<file path="src/rtl/negate_pkg.sv">
`default_nettype none
// ============================================================================
// Package     : negate_pkg
// Description : Mode encodings and FSM state type shared by the
//               sequential two's-complement unit and its testbench.
// Revision    : 1.0 - initial release
// ============================================================================
package negate_pkg;

  localparam logic [1:0] MODE_PASS = 2'b00;
  localparam logic [1:0] MODE_NEG  = 2'b01;
  localparam logic [1:0] MODE_ABS  = 2'b10;
  localparam logic [1:0] MODE_ONES = 2'b11;

  typedef enum logic [1:0] {
    IDLE = 2'd0,
    RUN  = 2'd1,
    DONE = 2'd2
  } state_t;

endpackage : negate_pkg
`default_nettype wire

</file>
<file path="src/rtl/negate_seq_neg_digit.sv">
`default_nettype none
// ============================================================================
// Module      : neg_digit
// Description : One ripple-carry digit slice: {cout, r} = (d ^ inv) + cin.
//               Purely combinational.
// Revision    : 1.0 - initial release
// ============================================================================
module neg_digit #(
  parameter int DIGIT = 1
) (
  input  logic [DIGIT-1:0] d,
  input  logic             inv,
  input  logic             cin,
  output logic [DIGIT-1:0] r,
  output logic             cout
);

  logic [DIGIT:0] w_sum;

  // Conditionally invert the digit and add the incoming carry.
  always_comb begin
    w_sum = {1'b0, d ^ {DIGIT{inv}}} + {{DIGIT{1'b0}}, cin};
  end

  assign r    = w_sum[DIGIT-1:0];
  assign cout = w_sum[DIGIT];

endmodule : neg_digit
`default_nettype wire

</file>
<file path="src/rtl/negate_seq.sv">
`default_nettype none
// ============================================================================
// Module      : negate_seq
// Description : Digit-serial pass / negate / abs / ones'-complement unit.
//               A WIDTH-bit signed operand is accepted over valid/ready,
//               processed DIGIT bits per cycle, and returned as a
//               WIDTH+1-bit signed result with an overflow flag.
// Revision    : 1.0 - initial release
// ============================================================================
module negate_seq
  import negate_pkg::*;
#(
  parameter int WIDTH = 8,
  parameter int DIGIT = 1
) (
  input  logic             clk,
  input  logic             rst,
  input  logic             in_valid,
  output logic             in_ready,
  input  logic [WIDTH-1:0] in_data,
  input  logic [1:0]       in_mode,
  output logic             out_valid,
  input  logic             out_ready,
  output logic [WIDTH:0]   out_data,
  output logic             out_ovf
);

  localparam int N     = WIDTH / DIGIT;
  localparam int CNT_W = $clog2(N + 1);

  state_t             r_state;
  logic [WIDTH-1:0]   r_opnd;
  logic [WIDTH-1:0]   r_res;
  logic [CNT_W-1:0]   r_cnt;
  logic               r_carry;
  logic               r_inv;
  logic               r_sign;

  logic [DIGIT-1:0]   w_r;
  logic               w_cout;
  logic [WIDTH-1:0]   w_opnd_nxt;
  logic [WIDTH-1:0]   w_res_nxt;
  logic [WIDTH:0]     w_data_nxt;

  neg_digit #(.DIGIT(DIGIT)) u_digit (
    .d    (r_opnd[DIGIT-1:0]),
    .inv  (r_inv),
    .cin  (r_carry),
    .r    (w_r),
    .cout (w_cout)
  );

  // With a single digit the whole operand is consumed in one step, so the
  // shift slices would be empty; handle that shape separately.
  if (DIGIT == WIDTH) begin : g_single
    assign w_opnd_nxt = '0;
    assign w_res_nxt  = w_r;
  end else begin : g_multi
    assign w_opnd_nxt = {{DIGIT{1'b0}}, r_opnd[WIDTH-1:DIGIT]};
    assign w_res_nxt  = {w_r, r_res[WIDTH-1:DIGIT]};
  end

  // The extra top bit is the sign extension pushed through the same
  // invert-and-carry as the final digit.
  assign w_data_nxt = {r_sign ^ r_inv ^ w_cout, w_res_nxt};

  assign in_ready  = (r_state == IDLE);
  assign out_valid = (r_state == DONE);

  // Control FSM and datapath registers; results are captured on RUN exit.
  always_ff @(posedge clk) begin
    if (rst) begin
      r_state  <= IDLE;
      r_opnd   <= '0;
      r_res    <= '0;
      r_cnt    <= '0;
      r_carry  <= 1'b0;
      r_inv    <= 1'b0;
      r_sign   <= 1'b0;
      out_data <= '0;
      out_ovf  <= 1'b0;
    end else begin
      case (r_state)
        IDLE: begin
          if (in_valid) begin
            r_opnd  <= in_data;
            r_cnt   <= CNT_W'(N);
            r_sign  <= in_data[WIDTH-1];
            r_state <= RUN;
            case (in_mode)
              MODE_PASS: begin r_inv <= 1'b0; r_carry <= 1'b0; end
              MODE_NEG:  begin r_inv <= 1'b1; r_carry <= 1'b1; end
              MODE_ABS:  begin
                r_inv   <= in_data[WIDTH-1];
                r_carry <= in_data[WIDTH-1];
              end
              default:   begin r_inv <= 1'b1; r_carry <= 1'b0; end
            endcase
          end
        end
        RUN: begin
          r_opnd  <= w_opnd_nxt;
          r_res   <= w_res_nxt;
          r_carry <= w_cout;
          r_cnt   <= r_cnt - CNT_W'(1);
          if (r_cnt == CNT_W'(1)) begin
            r_state  <= DONE;
            out_data <= w_data_nxt;
            out_ovf  <= w_data_nxt[WIDTH] ^ w_data_nxt[WIDTH-1];
          end
        end
        DONE: begin
          if (out_ready) begin
            r_state <= IDLE;
          end
        end
        default: r_state <= IDLE;
      endcase
    end
  end

endmodule : negate_seq
`default_nettype wire

</file>
<file path="config.mk">
export PLATFORM = sky130hd
export DESIGN_NAME = negate_seq
export DESIGN_NICKNAME = d
export VERILOG_FILES = /design/src/rtl/negate_pkg.sv /design/src/rtl/negate_seq_neg_digit.sv /design/src/rtl/negate_seq.sv
export SDC_FILE = /design/constraint.sdc
export NUM_CORES = 1
export LEC_CHECK = 0
export CAP_MARGIN = 5
export CORE_MARGIN = 4
export CORE_UTILIZATION = 29
export CTS_CLUSTER_SIZE = 24
export DETAILED_ROUTE_END_ITERATION = 10
export GPL_ROUTABILITY_DRIVEN = 0
export HOLD_SLACK_MARGIN = 0.02
export PLACE_DENSITY = 0.58
export RECOVER_POWER = 25
export SLEW_MARGIN = 10
export SYNTH_ARGS = -nofsm -noshare
export SYNTH_HDL_FRONTEND = slang
export SYNTH_HIERARCHICAL = 1
export SYNTH_SLANG_ARGS = --single-unit
</file>
<file path="constraint.sdc">
create_clock -name clk -period 1.5 [get_ports clk]
set_clock_uncertainty 0.1 [all_clocks]
set_input_delay 0.45 -clock clk [delete_from_list [all_inputs] [get_ports clk]]
set_output_delay 0.45 -clock clk [all_outputs]
set_load 0.005 [all_outputs]
</file>
==> summary by stage, run 1 <==
Run status
The run finished, with violations left. The checks that failed: negative setup slack.

Synth
The number of instances in the synthesized netlist is roughly 190. Averaged over all synthesized cells, the footprint is around 8.4 um^2. For this run, the number of Yosys warnings is 6. After synthesis the cells add up to around 1600 um^2. Synthesis instantiated 34 different standard cells from the library. The sequential share of the synthesized area is 0.423. The synthesized netlist net count is ~210. The post-synthesis sequential element count is 34.

Route
In the routed layout, each cell is associated on average with a via count of 4.84. Wires add up to between 3 and 4 mm. In the routed design, unresolved DRC markers number 0. The DRC marker count from the first detailed-route iteration is between 60 and 70. The number of iterations in the first detailed-routing pass is 4.

The count of antenna-violating nets left after detailed routing is 0. The routed wirelength normalized by instance count is ~13 um. The overall via count from detail_route is between 1500 and 2000.

Power
Of the total power, registers draw 0.461. Of the total power, combinational logic draws 0.205. The share of total power dissipated in the clock network is 0.334.

In this run the power spent charging and discharging nets is 594 uW. Power spread over the standard cell area amounts to 916 nW/um^2. For this design the static power due to leakage is around 1 nW. Cell internal power was estimated by the tool at roughly 1.6 mW. The maximum vdd ir drop is approximately 0.36 mV. Of the total power, the share spent switching nets is 0.276.

Cells and area
Compared with the post-synthesis result, the final layout area differs by 46.0%. For this run, the post-layout net count is around 260. The utilization of the core after routing is 0.448. After the flow finishes, the layout carries non-filler instances totaling 312. The fraction of final layout cells sized beyond drive strength 1 is 0.298. The repair_antennas step left the layout with diodes totalling 0.

Clock tree
The clock tree synthesis step divided the H-tree into 2 levels. The clock tree buffer depth is 2. The clock-pin transition on the worst setup and hold timing paths is around 70 ps. The hold buffer count at cts is 0. The tree built by TritonCTS fans out to 34 sinks. The root buffer cell chosen for the clock tree is sky130_fd_sc_hd__clkbuf_8.

The number of clock buffers added by TritonCTS is 5. The insertion delay of the later-clocked pin in the worst-skew pair is slightly below 300 ps. The CTS tree is built.

Timing
The worst relative slew slack is 0.801. The smallest hold slack is about 360 ps. The shortest clock period the worst path allows after layout is 1600 ps.

The post-route fraction of the period consumed by the critical path is 1.07. At the pin with the least slew margin, the transition time is roughly 300 ps. Timing would allow up to 625 MHz.

The max-slew violation total from the final report is 0. The final hold violation count is 0. The smallest setup slack after layout is -99.3 ps. Setup violations remaining at the end of the flow were counted as 7.

Setup repair after global routing could not meet its margin everywhere.

Setup path
Walking the worst path, the cells encountered are xor2_2 > ha_2 > xnor3_1 > xor2_1 > a311oi_1. The worst setup path is of the flop to flop kind. Data on the critical path arrives at its endpoint at 1700 ps. The startpoint class of the critical path is a flop. The delay of the slowest cell on the worst path is about 360 ps.

The flop-to-flop setup slack is -100 ps. The endpoint type of the worst setup path is a flop. The required time at the worst-slack endpoint is about 1600 ps. The kind of cell with the highest combined delay along the critical path is XOR/XNOR gates. Among all stages on the critical path, the largest delay is contributed by sky130_fd_sc_hd__dfxtp_4. Along the worst path, the maximum fanout reaches 2. The number of buffers and inverters on the critical path is 0.

Global routing
The number of antenna violations at the first check in global routing is 0. The first-pass GRT wire length is between 6 and 7 mm. For this run, the total global-route usage over all layers was measured as 0.128.

The number of global-route vias before repair is approximately 1400. For this run the aggregate overflow at the end of global routing stands at 0. The largest net degree at the start of global routing is 21.

Die
The total die area is just under 7000 um^2. The effective utilization at floorplan is 0.307. The width of the chip is roughly 82 um. The die extent in y is ~80 um.

The core region area is around 5200 um^2. The number of ports placed on the die boundary is 26. The row count is 26.

Placed design
Detailed placement ended at an HPWL of approximately 2.6 mm. Input and output buffers added on the ports amount to 25. After detailed placement, the design holds a cell count of 302.

Hold path
The min-delay analysis places its worst path in the category flop to flop.

Run
The number of maximum-capacitance violations is 0.
## synth_stat cells (all sizes together)
| master | count | area [um^2] |
|---|---|---|
| or3 | 1 | 6.26 |
| or3b | 4 | 35.0 |
| o221a | 5 | 56.3 |
| nand3 | 9 | 45.0 |
| nor2b | 1 | 6.26 |
| nor2 | 11 | 41.3 |
| buf | 9 | 45.0 |
| o22a | 2 | 17.5 |
| a311oi | 2 | 17.5 |
| nand3b | 1 | 7.51 |
| a22oi | 2 | 15.0 |
| o21bai | 1 | 7.51 |
| nand2b | 6 | 37.5 |
| and2 | 1 | 6.26 |
| and2b | 1 | 7.51 |
| o21ba | 2 | 20.0 |
| clkbuf | 6 | 23.8 |
| ha | 6 | 75.1 |
| dfxtp | 34 | 681 |
| nand2 | 20 | 75.1 |
| a21oi | 33 | 165 |
| o211ai | 2 | 15.0 |
| o21ai | 9 | 45.0 |
| a21o | 1 | 7.51 |
| xor2 | 2 | 17.5 |
| nor3 | 4 | 20.0 |
| inv | 11 | 41.3 |
| nor3b | 2 | 25.0 |
| xnor3 | 1 | 22.5 |
| a211oi | 2 | 15.0 |
| a21boi | 1 | 7.51 |
## flip-flops by register name, summed over array words and instances (netlist names)
name,count
r_carry,1
r_sign,1
r_state,2
r_opnd,8
out_data,9
r_inv,1
r_res,7
out_ovf,1
r_cnt,4
## final cells by class
type | instances | area [um^2]
clock inverter | 2 | 12.5
sequential | 34 | 692
inverter | 11 | 41.3
multi-input combinational | 133 | 915
clock buffer | 6 | 82.6
tap | 70 | 87.6
fill | 515 | 2890
timing repair buffer | 56 | 517
## worst register-to-register path: stages (launching register included)
cell,delay (ps)
sky130_fd_sc_hd__dfxtp_4,360
sky130_fd_sc_hd__xor2_2,180
sky130_fd_sc_hd__ha_2,200
sky130_fd_sc_hd__xnor3_1,240
sky130_fd_sc_hd__xor2_1,160
sky130_fd_sc_hd__a311oi_1,260
## metrics by stage
step / worst slack, ps / cell area [um^2] / setup TNS, ps / power [mW]
after floorplan: 24.6 / 1610 / 0 / 1.21
after global placement: -408 / 2160 / -6310 / 1.41
after detailed placement: -441 / 2160 / -6590 / 1.41
after CTS: -94.9 / 2280 / -129 / 2.15
after global routing: -164 / 2350 / -1750 / 2.28
final: -99.3 / 2350 / -158 / 2.15
## cells by family (layout without fill, tap and decap cells)
kind of cell | Yosys count | count (layout) | share of synthesized area
buffers and inverters | 26 | 75 | 0.0685
adder cells (fa/ha/maj) | 6 | 6 | 0.0467
flip-flops | 34 | 34 | 0.423
AND/OR/NAND/NOR | 61 | 62 | 0.195
AO/OA/AOI/OAI | 62 | 62 | 0.242
XOR/XNOR | 3 | 3 | 0.0249
## routing by layer
layer / vias up / part of all wire / GRT usage
met4: 0 / 0.017 / 0.0598
met2: 26 / 0.47 / 0.193
li1: 764 / - / -
met3: 6 / 0.045 / 0.0456
met1: 714 / 0.47 / 0.161
met5: - / 0 / 0
## final timing paths
kind	startpoint	to	cells past startpoint
worst min register to register	r_res[1]$_SDFFE_PP0N_	r_res[1]$_SDFFE_PP0N_	2
worst max register to register	r_opnd[0]$_SDFFE_PP0P_	out_ovf$_SDFFE_PP0P_	5
worst max-delay path	r_opnd[0]$_SDFFE_PP0P_	out_ovf$_SDFFE_PP0P_	5
worst min-delay path	r_res[1]$_SDFFE_PP0N_	r_res[1]$_SDFFE_PP0N_	2
## layout by cell type (no fill, tap or decap), types with 2 or more instances in the layout
cell / Yosys / routed
sky130_fd_sc_hd__nor2_1: 11 / 10
sky130_fd_sc_hd__o22a_1: 2 / 2
sky130_fd_sc_hd__o21ai_0: 9 / 4
sky130_fd_sc_hd__dfxtp_1: 34 / 29
sky130_fd_sc_hd__a211oi_1: 2 / 2
sky130_fd_sc_hd__clkbuf_8: 0 / 6
sky130_fd_sc_hd__buf_4: 0 / 23
sky130_fd_sc_hd__o21ai_2: 0 / 2
sky130_fd_sc_hd__buf_12: 0 / 4
sky130_fd_sc_hd__or3b_4: 0 / 3
sky130_fd_sc_hd__clkdlybuf4s50_1: 0 / 11
sky130_fd_sc_hd__o21ai_1: 0 / 3
sky130_fd_sc_hd__dfxtp_4: 0 / 2
sky130_fd_sc_hd__dlygate4sd2_1: 0 / 12
sky130_fd_sc_hd__nor3_1: 4 / 3
sky130_fd_sc_hd__a311oi_1: 2 / 2
sky130_fd_sc_hd__buf_6: 0 / 3
sky130_fd_sc_hd__ha_1: 6 / 3
sky130_fd_sc_hd__o221a_2: 5 / 5
sky130_fd_sc_hd__nand2_1: 20 / 20
sky130_fd_sc_hd__buf_2: 9 / 2
sky130_fd_sc_hd__nand2b_1: 6 / 5
sky130_fd_sc_hd__inv_1: 11 / 11
sky130_fd_sc_hd__a22oi_1: 2 / 2
sky130_fd_sc_hd__ha_2: 0 / 2
sky130_fd_sc_hd__nand3_1: 9 / 9
sky130_fd_sc_hd__dfxtp_2: 0 / 3
sky130_fd_sc_hd__a21oi_1: 33 / 32
sky130_fd_sc_hd__o211ai_1: 2 / 2
sky130_fd_sc_hd__or3b_2: 2 / 2
## power by group through the flow
stage | Sequential (mW) | Clock [mW] | Combinational [mW]
2_1_floorplan | 0.995 | 0 | 0.220
3_3_place_gp | 1.00 | 0 | 0.414
3_5_place_dp | 1.00 | 0 | 0.414
4_1_cts | 0.985 | 0.746 | 0.422
5_1_grt | 0.998 | 0.796 | 0.489
6_report | 0.992 | 0.718 | 0.440
## what timing repair did
action | 4_1_cts | 5_1_grt
pin swaps | 5 | 3
buffers inserted | 0 | 1
gates cloned | 0 | 1
setup endpoints to repair | 37 | 19
resized for setup | 36 | 22
Note: power is estimated with default switching activity, not from simulation.
==> run 2: changes to the inputs <==
--- a/config.mk
+++ b/config.mk
@@ -14,6 +14,7 @@
 export HOLD_SLACK_MARGIN = 0.02
 export PLACE_DENSITY = 0.58
 export RECOVER_POWER = 25
+export SETUP_SLACK_MARGIN = 0.2
 export SLEW_MARGIN = 10
 export SYNTH_ARGS = -nofsm -noshare
 export SYNTH_HDL_FRONTEND = slang
==> summary by stage, run 2 (synthesized netlist as in run 1, its figures left out) <==
Cells and area
The most flop-heavy register is out_data. The area taken by multi-input logic gates is between 1000 and 1500 um^2. The largest registers in the layout are out_data (9), r_opnd (8), r_res (7). The most common cell after layout, fill and taps aside is sky130_fd_sc_hd__dfxtp_1.

The combined flip-flop and latch cell area is 692 um^2. After the flow finishes, the layout carries non-filler instances totaling 323. The count of inserted antenna diode cells is 0.

The area growth from synthesis to layout is 76.4%. The flip-flop count of the largest register after layout is 9. The filler cells instantiated in the layout total around 460. In the final design database the tool counted about 270 nets. The library cells used most frequently in the layout, excluding fill and tap cells, are sky130_fd_sc_hd__dfxtp_1 (27), sky130_fd_sc_hd__a21oi_2 (22), sky130_fd_sc_hd__buf_4 (21).

The utilization of the core after routing is 0.542. The fraction of final layout cells sized beyond drive strength 1 is 0.577.

Timing
Setup repair after global routing could not meet its margin everywhere. Across all setup checks in the final design, the least slack found is -41.8 ps. At the pin with the least slew margin, the transition time is between 300 and 400 ps. The total setup violations reported at the end of the flow is 1.

The worst pin sits at a relative slew slack of 0.749. Based on the critical path, the design can be clocked at up to 649 MHz. In the finished design, the share of the clock period the worst path needs comes to 1.03. The max-slew violation total from the final report is 0.

The shortest clock period the worst path allows after layout is 1540 ps. The final hold violation count is 0.

Route
Wires add up to about 4.7 mm. After detailed routing, the number of remaining DRC violations is 0. The routed wirelength normalized by instance count is roughly 15 um.

The DRC marker count from the first detailed-route iteration is 51. The number of iterations in the first detailed-routing pass is 4. For this block, the via count after detailed routing is around 1600. The count of antenna-violating nets left after detailed routing is 0. The number of vias per cell is around 4.9.

Die
The initial utilization of the core area, before any placement, comes to 0.307. The floorplan step defined a core boundary enclosing about 5200 um^2. The row count is 26. The die covers around 6800 um^2. The number of ports placed on the die boundary is 26. The width of the chip is between 80 and 90 um.

The die extent in y is about 82 um.

Hold path
The worst hold path belongs to the class flop to flop. The worst min-delay path startpoint is r_sign$_SDFFE_PP0P_.

Global routing
The number of global-route vias before repair was around 1600. The overall track demand over capacity in global routing is 0.149. The first-pass GRT wire length is about 7.6 mm.

The number of antenna violations at the first check in global routing is 0. Summed over all layers, the global routing overflow is 0. Entering global routing, the biggest net connects 23 pins.

Setup path
The critical path in this run is classified as flop to flop. Along the worst path, the maximum fanout reaches 2. STA puts the critical path data required time at approximately 1600 ps.

The worst setup path is captured at a flop. The timing startpoint of the critical path is r_opnd[0]$_SDFFE_PP0P_. The worst setup path is launched from a flop. Data arrives at the worst endpoint at 1630 ps.

The startpoint identified for the worst register-to-register timing path is r_opnd[0]$_SDFFE_PP0P_.

Placed design
The placed cell count is approximately 300. The estimated wirelength of the detail-placed design is 2.67 mm. Buffers placed on the I/O ports in this run total 25. The setup slack after placement is -457 ps.

Clock tree
The number of sinks handled by clock tree synthesis is 34. The hold buffer count at cts is 0. After clock tree synthesis, the clock-pin slew on the worst setup and hold paths is 70 ps.

TritonCTS built the clock tree. The longest clock path from root to sink contains 2 buffers. The number of CTS-inserted buffers is 5. The H-tree depth reported by CTS is 2. In this run the clock root is driven by a sky130_fd_sc_hd__clkbuf_8.

For the worst-skew pair, the clock arrives at the later sink with an insertion delay of 280 ps.

Power
The combinational share of power is 0.263. In this run the power density over the cells is between 800 and 900 nW/um^2. Of the total power, the share spent switching nets is 0.285. The switching power of the nets is around 660 uW. The internal power summed over all cells is between 1.5 and 2 mW.

Total power for the finished layout comes to between 2 and 2.5 mW. The share of total power dissipated in the clock network is 0.302. The analysis attributes to cell leakage a power of around 1.1 nW.

The share of total power dissipated in sequential elements is 0.435. The maximum vdd ir drop is between 0.4 and 0.5 mV.

Run status
The flow ran to the end, but the final reports show violations. The final reports fail on negative setup slack.

Run
Max-cap violations in this run came to 0.
## run 2: cell types whose count changed in the layout (fill, tap and decap cells not counted), sizes merged
cell	previous run	this run
clkinvlp	1	0
buf	32	53
clkdlybuf4s50	11	9
dlygate4sd2	12	3
clkdlybuf4s15	0	2
## run 2: worst max-delay path: stages (launching register included)
cell,delay [ps]
sky130_fd_sc_hd__dfxtp_4,370
sky130_fd_sc_hd__xor2_2,160
sky130_fd_sc_hd__ha_2,200
sky130_fd_sc_hd__xnor3_1,240
sky130_fd_sc_hd__xor2_1,160
sky130_fd_sc_hd__a311oi_1,220
## run 2: path summary, 6_finish.rpt
path	depth (start not counted)	endpoint	slack, ps
setup / recovery	5	out_ovf$_SDFFE_PP0P_	-40
hold / removal	2	r_sign$_SDFFE_PP0P_	380
setup reg to reg	5	out_ovf$_SDFFE_PP0P_	-40
hold reg to reg	2	r_sign$_SDFFE_PP0P_	380
## run 2: area by class of cell
type / instances / area share
clock buffer: 7 / 0.0304
clock inverter: 1 / 0.00176
inverter: 11 / 0.0146
multi-input combinational: 133 / 0.425
sequential: 34 / 0.244
tap: 70 / 0.0309
timing repair buffer: 67 / 0.253
## run 2: what timing repair did
item / 4_1_cts / 5_1_grt
pin swaps: 27 / 12
setup buffers: 8 / 4
setup endpoints to repair: 46 / 43
cloned: 4 / 0
resized for setup: 146 / 32
## run 2: metal layers
metal / GRT usage / vias up / share of wire
li1: - / 798 / -
met1: 0.182 / 758 / 0.45
met2: 0.256 / 20 / 0.52
met3: 0.0423 / 3 / 0.030
met4: 0.0432 / 0 / 0.0074
met5: 0 / - / 0
## run 2: stage by stage
step	TNS, ps	hold slack [ps]	instance area [um^2]
after CTS	-41.8	351	2670
final	-41.8	375	2840
after floorplan	0	337	1640
after global routing	-180	383	2840
after global placement	-5820	339	2160
after detailed placement	-6260	345	2160
## run 2: power by group through the flow
stage / registers (mW) / clock network (mW) / logic [mW]
final: 1.00 / 0.695 / 0.606
after global routing: 1.01 / 0.761 / 0.652
after CTS: 1.00 / 0.717 / 0.562
after detailed placement: 1.01 / 0 / 0.403
after global placement: 1.01 / 0 / 0.401
after floorplan: 0.998 / 0 / 0.227
